### src/rtl/ccip_c1tx_wr_arbiter.sv
// ccip_c1tx_wr_arbiter: two-requester round-robin write-burst arbiter
// feeding the CCI-P C1Tx channel with registered header/data outputs.
// Ports: req_* per-requester burst beats, req_ready beat consumed,
// C1TxAlmFull backpressure, C1TxWrValid/c1tx_*/C1TxData write request,
// err_illegal reject pulse, grant_id/busy/beat_count status.
module ccip_c1tx_wr_arbiter #(
  parameter int ADDR_WIDTH  = 42,
  parameter int DATA_WIDTH  = 512,
  parameter int MDATA_WIDTH = 16
) (
  input  logic                        clk,
  input  logic                        SoftReset_n,
  input  logic [1:0]                  req_valid,
  input  logic [1:0][1:0]             req_len,
  input  logic [1:0][ADDR_WIDTH-1:0]  req_addr,
  input  logic [1:0][MDATA_WIDTH-1:0] req_mdata,
  input  logic [1:0][DATA_WIDTH-1:0]  req_data,
  output logic [1:0]                  req_ready,
  input  logic                        C1TxAlmFull,
  output logic                        C1TxWrValid,
  output logic [ADDR_WIDTH-1:0]       c1tx_addr,
  output logic [1:0]                  c1tx_len,
  output logic                        c1tx_sop,
  output logic [MDATA_WIDTH-1:0]      c1tx_mdata,
  output logic [DATA_WIDTH-1:0]       C1TxData,
  output logic                        err_illegal,
  output logic                        grant_id,
  output logic                        busy,
  output logic [31:0]                 beat_count
);

  typedef enum logic {IDLE, BURST} state_e;

  state_e                 state_q, state_d;
  logic                   last_q, last_d;
  logic                   gnt_q, gnt_d;
  logic [1:0]             len_q, len_d;
  logic [ADDR_WIDTH-1:0]  base_q, base_d;
  logic [MDATA_WIDTH-1:0] mdata_q, mdata_d;
  logic [1:0]             cnt_q, cnt_d;
  logic                   vld_q, vld_d;
  logic [ADDR_WIDTH-1:0]  addr_q, addr_d;
  logic [1:0]             olen_q, olen_d;
  logic                   sop_q, sop_d;
  logic [MDATA_WIDTH-1:0] omd_q, omd_d;
  logic [DATA_WIDTH-1:0]  data_q, data_d;
  logic [31:0]            bcnt_q, bcnt_d;

  logic                   cand;
  logic [1:0]             c_len;
  logic [ADDR_WIDTH-1:0]  c_addr;
  logic                   illegal;
  logic                   go;
  logic [1:0]             rdy;
  logic                   err;

  always_comb begin
    // last_q holds the last owner, so the other requester wins a tie
    cand    = (req_valid == 2'b11) ? ~last_q : req_valid[1];
    c_len   = req_len[cand];
    c_addr  = req_addr[cand];
    illegal = (c_len == 2'd2)
            || (c_len == 2'd1 && c_addr[0])
            || (c_len == 2'd3 && c_addr[1:0] != 2'd0);

    state_d = state_q;
    last_d  = last_q;
    gnt_d   = gnt_q;
    len_d   = len_q;
    base_d  = base_q;
    mdata_d = mdata_q;
    cnt_d   = cnt_q;
    vld_d   = 1'b0;
    addr_d  = addr_q;
    olen_d  = olen_q;
    sop_d   = sop_q;
    omd_d   = omd_q;
    data_d  = data_q;
    bcnt_d  = bcnt_q;
    rdy     = 2'b00;
    err     = 1'b0;
    go      = 1'b0;

    unique case (state_q)
      IDLE: begin
        if (|req_valid) begin
          last_d = cand;
          if (illegal) begin
            rdy[cand] = 1'b1;
            err       = 1'b1;
          end else begin
            gnt_d   = cand;
            len_d   = c_len;
            base_d  = c_addr;
            mdata_d = req_mdata[cand];
            cnt_d   = 2'd0;
            state_d = BURST;
          end
        end
      end
      BURST: begin
        go         = req_valid[gnt_q] && !C1TxAlmFull;
        rdy[gnt_q] = go;
        if (go) begin
          vld_d  = 1'b1;
          addr_d = base_q + ADDR_WIDTH'(cnt_q);
          olen_d = len_q;
          sop_d  = (cnt_q == 2'd0);
          omd_d  = mdata_q;
          data_d = req_data[gnt_q];
          bcnt_d = bcnt_q + 32'd1;
          cnt_d  = cnt_q + 2'd1;
          // legal encodings 0/1/3 equal beats-1
          if (cnt_q == len_q) state_d = IDLE;
        end
      end
      default: state_d = IDLE;
    endcase
  end

  always_ff @(posedge clk or negedge SoftReset_n) begin
    if (!SoftReset_n) begin
      state_q <= IDLE;
      last_q  <= 1'b1;
      gnt_q   <= 1'b0;
      len_q   <= '0;
      base_q  <= '0;
      mdata_q <= '0;
      cnt_q   <= '0;
      vld_q   <= 1'b0;
      addr_q  <= '0;
      olen_q  <= '0;
      sop_q   <= 1'b0;
      omd_q   <= '0;
      data_q  <= '0;
      bcnt_q  <= '0;
    end else begin
      state_q <= state_d;
      last_q  <= last_d;
      gnt_q   <= gnt_d;
      len_q   <= len_d;
      base_q  <= base_d;
      mdata_q <= mdata_d;
      cnt_q   <= cnt_d;
      vld_q   <= vld_d;
      addr_q  <= addr_d;
      olen_q  <= olen_d;
      sop_q   <= sop_d;
      omd_q   <= omd_d;
      data_q  <= data_d;
      bcnt_q  <= bcnt_d;
    end
  end

  // combinational outputs are forced low while reset is held
  assign req_ready   = rdy & {2{SoftReset_n}};
  assign err_illegal = err & SoftReset_n;
  assign C1TxWrValid = vld_q;
  assign c1tx_addr   = addr_q;
  assign c1tx_len    = olen_q;
  assign c1tx_sop    = sop_q;
  assign c1tx_mdata  = omd_q;
  assign C1TxData    = data_q;
  assign grant_id    = gnt_q;
  assign busy        = (state_q == BURST);
  assign beat_count  = bcnt_q;

endmodule

### config.mk
export PLATFORM = sky130hd
export DESIGN_NAME = ccip_c1tx_wr_arbiter
export DESIGN_NICKNAME = d
export VERILOG_FILES = /design/src/rtl/ccip_c1tx_wr_arbiter.sv
export SDC_FILE = /design/constraint.sdc
export NUM_CORES = 1
export LEC_CHECK = 0
export CAP_MARGIN = 5
export CORE_AREA = 2 2 695 697
export CTS_CLUSTER_DIAMETER = 40
export DETAILED_ROUTE_END_ITERATION = 10
export DIE_AREA = 0 0 697 699
export REMOVE_ABC_BUFFERS = 1
export SKIP_CTS_REPAIR_TIMING = 1
export SLEW_MARGIN = 20
export SYNTH_ARGS = -nofsm -noshare
export SYNTH_HDL_FRONTEND = slang
export SYNTH_SLANG_ARGS = --single-unit
export TNS_END_PERCENT = 10
### constraint.sdc
create_clock -name clk -period 4.8 [get_ports clk]
set_input_delay 1.2 -clock clk [delete_from_list [all_inputs] [get_ports clk]]
set_output_delay 1.2 -clock clk [all_outputs]
set_load 0.02 [all_outputs]
==> results.yml, run 1 <==
clocking:
  clock_path_buffers: 4
  cts_made_buffers: 174
  clk_pin_slew_worst_paths_ns: 0.05
  root_buffer: "clkbuf_16"
  clock-sinks: 671
  cts-htree-levels: 4
  clock_latency_ns: 0.87
  cts_tree: "built"
place:
  dp_hpwl_um: 343000
  io_buffers: 1759
  post-place-ws_ns: -0.382
  place_congestion: 1.06
synth:
  yosysTopAreaCellShare_pct: 54.4
  yosys_warnings: 0
  yosys.area.top_type: "dfrtp_1"
  synthDistinctLibCells: 46
  synthCells: 3014
  ys_top_cells_by_count: "dfrtp_1, mux2i_1, nor2_1, a21oi_1, nand2_1"
  synthFlopType: "dfrtp_1"
  synth_area_leaders: "dfrtp_1, mux2i_1, a21oi_1"
  yosysMostFrequentCell: "dfrtp_1"
  synth-edff-count: 0
  synthArstFlopShare_pct: 100
  ys_seq_area_share_pct: 54.5
  syn_area_per_cell_sq_um: 10.2
  netlist_area_sq_um: 30800
  ys_ff_latch: 671
route:
  drt_iter0_markers: 3039
  drc: 0
  ant_nets: 0
  wirelength_um: 383000
  wl_per_cell_um: 33.3
  via_per_inst: 2.89
  vias: 33200
  drtPass1Iterations: 6
timing:
  fmax_mhz: 226
  worst_pin_slew_ns: 1.11
  timing.final.crit_share_pct: 92.3
  final-setup-viol-count: 0
  hold_viol: 0
  skew_ns: 0.0522
  fin_ws_ns: 0.371
  slew_viol_final: 0
  fin_crit_ns: 4.43
  slew-limit-headroom_pct: 25.5
  grt_setup_unrepaired: "no"
global_routing:
  overflow: 0
  grt_pass1_vias: 31300
  grt_util_all_layers_pct: 15.1
  antenna_found_initial: 439
  grt_first_pass_wirelength_um: 453000
  grt_max_degree: 121
floorplan:
  io_pins: 1760
  die_w_um: 697
  rows: 255
  die_area_sq_um: 487000
  core_area_sq_um: 480000
  start_util_pct: 6.42
  die-height_um: 699
hold_path:
  min_path_type: "input port to async pin"
power:
  p_total_mw: 42.2
  pwr-share-comb_pct: 45.6
  vdd_drop_max_v: 0.000333
  clkPwrFrac_pct: 30.4
  seq_power_share_pct: 24.0
  p_int_mw: 24.3
  sw_frac_of_total_pct: 42.5
  p_leak_nw: 23.5
  switchingPower_mw: 18.0
  pwr_density_cell_nw_per_um2: 669
final_layout:
  nNetsFinal: 5984
  area_growth_pct: 105
  final_util_pct: 13.1
  layout-drive-gt1-share_pct: 8.56
worst_setup_path:
  critPathKind: "input port to output pin"
  critPathLaunch: "req_addr[43]"
  end_kind: "output pin"
  required_ns: 3.60
  worstSetupStartpointType: "input port"
  r2r_start: "cnt_q[0]"
  worstPathMaxFanout: 2
  worst_ep_arrival_time_ns: 3.23
flow_run:
  maxCapViolations: 0
outcome:
  outcome: "finished, final reports clean"
-- sequential cells by signal (all words and copies together), names as in the netlist --
register and flops:
mdata_q 16, c1tx_len 2, grant_id 1, cnt_q 2
c1tx_sop 1, base_q 42, c1tx_mdata 16, C1TxData 512
last_q 1, beat_count 32, len_q 2, C1TxWrValid 1
busy 1, c1tx_addr 42
-- kinds of logic after synthesis --
family | synth area share [%]
muxes | 18.6
xor gates and xnor gates | 2.08
DFF | 54.5
adders and majority gates | 0.227
and+or+nand+nor | 11.3
AOI/OAI and AO/OA | 10.3
buffers and inverters | 3.05
-- power groups by stage --
stage | sequential, mW | combinational, mW | clock, mW
floorplan | 13.0 | 5.09 | 0
global placement | 10.1 | 19.6 | 0
detailed placement | 10.2 | 19.6 | 0
CTS | 10.2 | 19.7 | 13.2
global route | 10.5 | 20.5 | 13.5
finish | 10.2 | 19.3 | 12.8
-- layout make-up --
class | count | area, sq um
multi-input cells | 2120 | 13100
clock inverters | 104 | 1500
repair buffers | 1849 | 18600
inverters | 14 | 60.1
flip-flops and latches | 671 | 16800
well taps | 6425 | 8040
clock buffers | 216 | 4790
fillers | 54500 | 417000
diodes | 91 | 228
-- layout by cell type (no fill, tap or decap), drive strengths merged, types with 46 or more instances in the layout --
cell type	synthesis	final
clkdlybuf4s50	0	1746
dfrtp	670	670
mux2i	573	573
nor2	548	548
a21oi	522	522
clkbuf	115	216
nand2	190	190
buf	94	101
o21ai	96	96
diode	0	91
clkinv	0	46
-- metrics by stage --
step | area [sq um] | setup TNS, ns | hold slack (ns) | cells
floorplan | 29900 | - | 0.439 | 2805
global route | 62900 | 0 | 0.189 | 11400
finish | 63100 | 0 | 0.256 | 11500
CTS | 62900 | -0.552 | 0.156 | 11400
detailed placement | 56600 | -0.496 | 0.463 | 11100
global placement | 56600 | -0.469 | 0.457 | 11100
-- final timing paths --
check,endpoint,depth (start not counted),slack [ns]
max in group asynchronous,beat_count[28],3,2.75
setup / recovery,req_ready[1],9,0.37
hold reg to reg,c1tx_mdata[6],2,0.47
hold / removal,C1TxData[459],1,0.26
min in group clk,c1tx_mdata[6],2,0.47
setup reg to reg,c1tx_addr[20],7,1.68
-- routing by layer --
metal / up-vias / wire length, um / GRT usage, % / share of wire (%)
met1: 15600 / 141000 / 16.7 / 37
li1: 14300 / - / - / -
met2: 2255 / 171000 / 24.1 / 45
met5: - / 1220 / 0 / 0.32
met4: 184 / 15200 / 4.62 / 4.0
met3: 949 / 54600 / 9.28 / 14
-- worst max-delay path: stages --
cell and delay (ns):
clkdlybuf4s50_1 0.57, nand2b_1 0.24, a221oi_1 0.35, nor3_1 0.10, a31oi_1 0.24, buf_4 0.18, nor2b_2 0.07, buf_4 0.15
buf_12 0.12
No activity file was read; power rests on OpenSTA's default activity.
==> inputs of run 2 (changes only) <==
CELL_PAD_IN_SITES_DETAIL_PLACEMENT = 0   (was not set)
CELL_PAD_IN_SITES_GLOBAL_PLACEMENT = 2   (was not set)
CORE_AREA = 2 2 684 686   (was 2 2 695 697)
DIE_AREA = 0 0 686 688   (was 0 0 697 699)
PLACE_DENSITY_LB_ADDON = 0.1   (was not set)
==> run 2 against run 1 <==
Against the previous run: first-iteration DRC count fell by 59%; final cell count fell by 1.1%; hold slack lost 0.065 ns; critical endpoint is now err_illegal.
==> results.yml, run 2 (same netlist as run 1, synthesis figures left out) <==
route:
  drc: 0
  via_per_inst: 2.76
  ant_nets: 0
  drtPass1Iterations: 5
  wirelength_um: 291000
  vias: 31400
  wl_per_cell_um: 25.6
  drt_iter0_markers: 1247
power:
  p_total_mw: 45.4
  pwr_density_cell_nw_per_um2: 695
  p_leak_nw: 24.9
  vdd_drop_max_v: 0.000249
clocking:
  clock_latency_ns: 0.88
  clk_pin_slew_worst_paths_ns: 0.04
  cts_tree: "built"
  clock_path_buffers: 4
  cts_made_buffers: 278
  root_buffer: "clkbuf_16"
  clock-sinks: 671
  cts-htree-levels: 5
worst_setup_path:
  reg2reg_setup_slack_ns: 1.54
  critPathKind: "input port to output pin"
  worstSetupStartpointType: "input port"
  worstSetupEndpoint: "err_illegal"
  worstPathMaxFanout: 5
  critPathLaunch: "req_valid[1]"
  worst_ep_arrival_time_ns: 3.48
  required_ns: 3.60
  end_kind: "output pin"
  r2r_cells: 4
  r2r_end: "C1TxData[246]"
  r2r_start: "grant_id"
timing:
  fin_crit_ns: 4.68
  setup_tns_ns: 0
  worst_pin_slew_ns: 0.977
  final-setup-viol-count: 0
  slew_viol_final: 0
  skew_ns: 0.0657
  slew-limit-headroom_pct: 34.3
  fmax_mhz: 214
  hold_viol: 0
  grt_setup_unrepaired: "no"
  timing.final.crit_share_pct: 97.4
final_layout:
  largest_reg_flops: 512
  nNetsFinal: 6091
  area_growth_pct: 112
  n_fill_cell: 52400
  layout-drive-gt1-share_pct: 10.3
  mostFrequentLayoutCells: "clkdlybuf4s50_1, dfrtp_1, mux2i_1"
  layout_commonest_cell: "clkdlybuf4s50_1"
global_routing:
  grt_util_all_layers_pct: 11.8
  overflow: 0
  grt_max_degree: 121
  grt_pass1_vias: 32900
  grt_first_pass_wirelength_um: 365000
  antenna_found_initial: 232
floorplan:
  io_pins: 1760
  rows: 251
  core_area_sq_um: 465000
  start_util_pct: 6.62
  die-height_um: 688
  die_area_sq_um: 472000
  die_w_um: 686
flow_run:
  maxCapViolations: 0
place:
  dp_hpwl_um: 242000
  place_congestion: 0.786
  io_buffers: 1759
hold_path:
  min_path_type: "input port to async pin"
outcome:
  outcome: "finished, final reports clean"
-- run 2: changes by cell type in the layout (fill, tap and decap cells not counted), moves of 5 or more --
| cell | previous run | this run |
|---|---|---|
| clkbuf_16 | 175 | 285 |
| diode_2 | 91 | 20 |
| clkbuf_1 | 15 | 69 |
| clkbuf_8 | 26 | 76 |
| bufinv_16 | 24 | 4 |
| clkinv_4 | 20 | 0 |
| clkinv_2 | 19 | 36 |
| clkdlybuf4s50_1 | 1746 | 1758 |
| clkinvlp_4 | 12 | 0 |
| inv_8 | 9 | 1 |
| buf_4 | 74 | 69 |
-- run 2: per-layer routing --
metal	track usage, %	wire length, um
met1	12.1	104000
met2	22.1	152000
met3	4.98	26500
met5	0	419
met4	2.71	8370
-- run 2: how the worst min path moves through the flow --
stage	startpoint	end	slack [ns]	cells after the start
after floorplan	mdata_q[0]	c1tx_mdata[0]	0.44	2
final	SoftReset_n	C1TxData[241]	0.19	1
after global routing	SoftReset_n	C1TxData[241]	0.11	1
after detailed placement	mdata_q[1]	c1tx_mdata[1]	0.45	2
after CTS	SoftReset_n	C1TxData[173]	0.06	1
after global placement	mdata_q[12]	c1tx_mdata[12]	0.45	2
-- run 2: cell type report --
type	count	area (sq um)	area share, %
inverters	14	60.1	0.0919
multi-input cells	2120	13100	20.0
flip-flops and latches	671	16800	25.7
diodes	20	50.0	0.0766
well taps	6198	7750	11.9
repair buffers	1852	18600	28.5
clock buffers	430	8440	12.9
clock inverters	57	546	0.835
-- run 2: through the flow --
| stage | cells | hold slack [ns] | instance area [sq um] | worst slack [ns] | utilization [%] |
|---|---|---|---|---|---|
| floorplan | 2805 | 0.439 | 29900 | -24.02 | - |
| global placement | 10900 | 0.450 | 56300 | 0.0119 | 12.1 |
| detailed placement | 10900 | 0.454 | 56300 | 0.0518 | 12.1 |
| CTS | 11300 | 0.0558 | 65300 | 0.0462 | 14.0 |
| global route | 11300 | 0.114 | 65300 | 0.00901 | 14.0 |
| finish | 11400 | 0.191 | 65400 | 0.125 | 14.1 |
-- run 2: power breakdown --
part	internal [mW]	switching [mW]	leakage [nW]
combinational	7.52	10.7	12.8
clock	12.1	5.11	4.45
sequential	8.30	1.73	7.63
-- run 2: worst max-delay path, stage by stage --
cell and delay (ns):
clkdlybuf4s50_1 0.59, a21boi_0 0.33, buf_4 0.21, a221oi_1 0.09, nor3_1 0.29, buf_4 0.16
clkdlybuf4s50_1 0.59
==> inputs of run 3 (changes only) <==
GPL_TIMING_DRIVEN = 0   (was not set)
==> run 3 against run 2 <==
Against the previous run: wire length is 1.5% lower; die area stayed put; clock power is 5% higher; critical path type unchanged; critical endpoint unchanged.
==> results.yml, run 3 (same netlist as run 1, synthesis figures left out) <==
route:
  vias: 31600
  ant_nets: 0
  drtPass1Iterations: 5
  drc: 0
  wl_per_cell_um: 25.2
  wirelength_um: 286000
  dr_wl_met3_um: 28100
  via_per_inst: 2.78
  drt-met1-wl_um: 101000
  highest_layer: "met5"
  wl_met2_um: 148000
  drt_iter0_markers: 1156
place:
  dp_cells: 10800
  io_buffers: 1759
  dp_hpwl_um: 237000
  place_congestion: 0.774
final_layout:
  final_cells: 11300
  multiInputGateArea_sq_um: 13200
  nNetsFinal: 6067
  layout-drive-gt1-share_pct: 9.45
  n_fill_cell: 52300
  ff_latch_area_sq_um: 16800
  layout_commonest_cell: "clkdlybuf4s50_1"
  mostFrequentLayoutCells: "clkdlybuf4s50_1, dfrtp_1, mux2i_1"
  area_growth_pct: 115
  largest_reg_flops: 512
worst_setup_path:
  worstPathMaxFanout: 5
  critPathKind: "input port to output pin"
  worst_ep_arrival_time_ns: 3.53
  required_ns: 3.60
  end_kind: "output pin"
  r2r_start: "grant_id"
  critPathLaunch: "req_valid[1]"
  worstSetupStartpointType: "input port"
floorplan:
  rows: 251
  start_util_pct: 6.62
  core_area_sq_um: 465000
  die-height_um: 688
  io_pins: 1760
  die_w_um: 686
  die_area_sq_um: 472000
power:
  pwr_density_cell_nw_per_um2: 697
  p_leak_nw: 25.1
  vdd_drop_max_v: 0.000247
timing:
  final-setup-viol-count: 0
  hold_viol: 0
  grt_setup_unrepaired: "yes"
  fin_crit_ns: 4.73
  slew_viol_final: 0
  worst_pin_slew_ns: 0.819
  timing.final.crit_share_pct: 98.5
  fmax_mhz: 211
  skew_ns: 0.0404
  slew-limit-headroom_pct: 43.9
  timing.hold.ws_ns: 0.154
global_routing:
  antenna_found_initial: 251
  grt_util_all_layers_pct: 11.6
  grt_max_degree: 125
  grt_first_pass_wirelength_um: 360000
  grt_pass1_vias: 33100
  overflow: 0
clocking:
  clock_path_buffers: 4
  cts_tree: "built"
  clock-sinks: 671
  cts-htree-levels: 5
  root_buffer: "clkbuf_16"
  clock_latency_ns: 0.90
  cts_made_buffers: 301
  clk_pin_slew_worst_paths_ns: 0.04
outcome:
  outcome: "finished, final reports clean"
flow_run:
  maxCapViolations: 0
hold_path:
  min_path_type: "input port to async pin"
[run 3: cell type report]
cell class                      instances  area share (%)
Sequential cell                       671            25.4
Inverter                               14          0.0908
Tap cell                             6198            11.7
Clock inverter                         45           0.869
Multi-Input combinational cell       2120            19.9
Timing Repair Buffer                 1805            28.5
Antenna cell                           26          0.0984
Clock buffer                          469            13.4
[run 3: worst paths after layout]
| path | endpoint | slack (ns) | cells after the start |
|---|---|---|---|
| setup / recovery | err_illegal | 0.07 | 5 |
| hold / removal | beat_count[31] | 0.15 | 1 |
| setup reg to reg | C1TxData[104] | 0.63 | 12 |
| hold reg to reg | c1tx_mdata[0] | 0.46 | 2 |
| max in group asynchronous | C1TxData[175] | 2.17 | 5 |
| min in group clk | c1tx_mdata[0] | 0.46 | 2 |
[run 3: layer usage]
metal | vias to the layer above | track usage [%]
met3 | 764 | 5.29
met4 | 68 | 3.00
met2 | 1572 | 21.5
met1 | 14700 | 11.8
met5 | - | 0
li1 | 14400 | -
[run 3: where the power goes]
group / internal (mW) / switching (mW) / total, mW / leakage (nW)
clock network: 12.6 / 5.50 / 18.1 / 4.63
registers: 8.30 / 1.61 / 9.91 / 7.63
logic: 7.69 / 10.4 / 18.1 / 12.8
total: 28.6 / 17.5 / 46.1 / 25.1
[run 3: metrics by stage]
step / cell area [sq um] / setup TNS [ns] / total power, mW / setup WS [ns] / util [%]
detailed placement: 56600 / -101.02 / 28.8 / -0.709 / 12.2
finish: 66100 / 0 / 46.1 / 0.0701 / 14.2
floorplan: 29900 / - / 18.1 / -24.02 / -
global route: 66100 / -0.0167 / 49.0 / -0.0167 / 14.2
CTS: 66000 / -1.17 / 47.7 / -0.531 / 14.2
global placement: 55300 / - / 28.8 / -49.75 / 11.9
[run 3: critical path: stages]
cell,delay [ns]
clkdlybuf4s50_1,0.59
a21boi_1,0.56
a221oi_1,0.22
nor3_1,0.25
clkdlybuf4s50_1,0.71
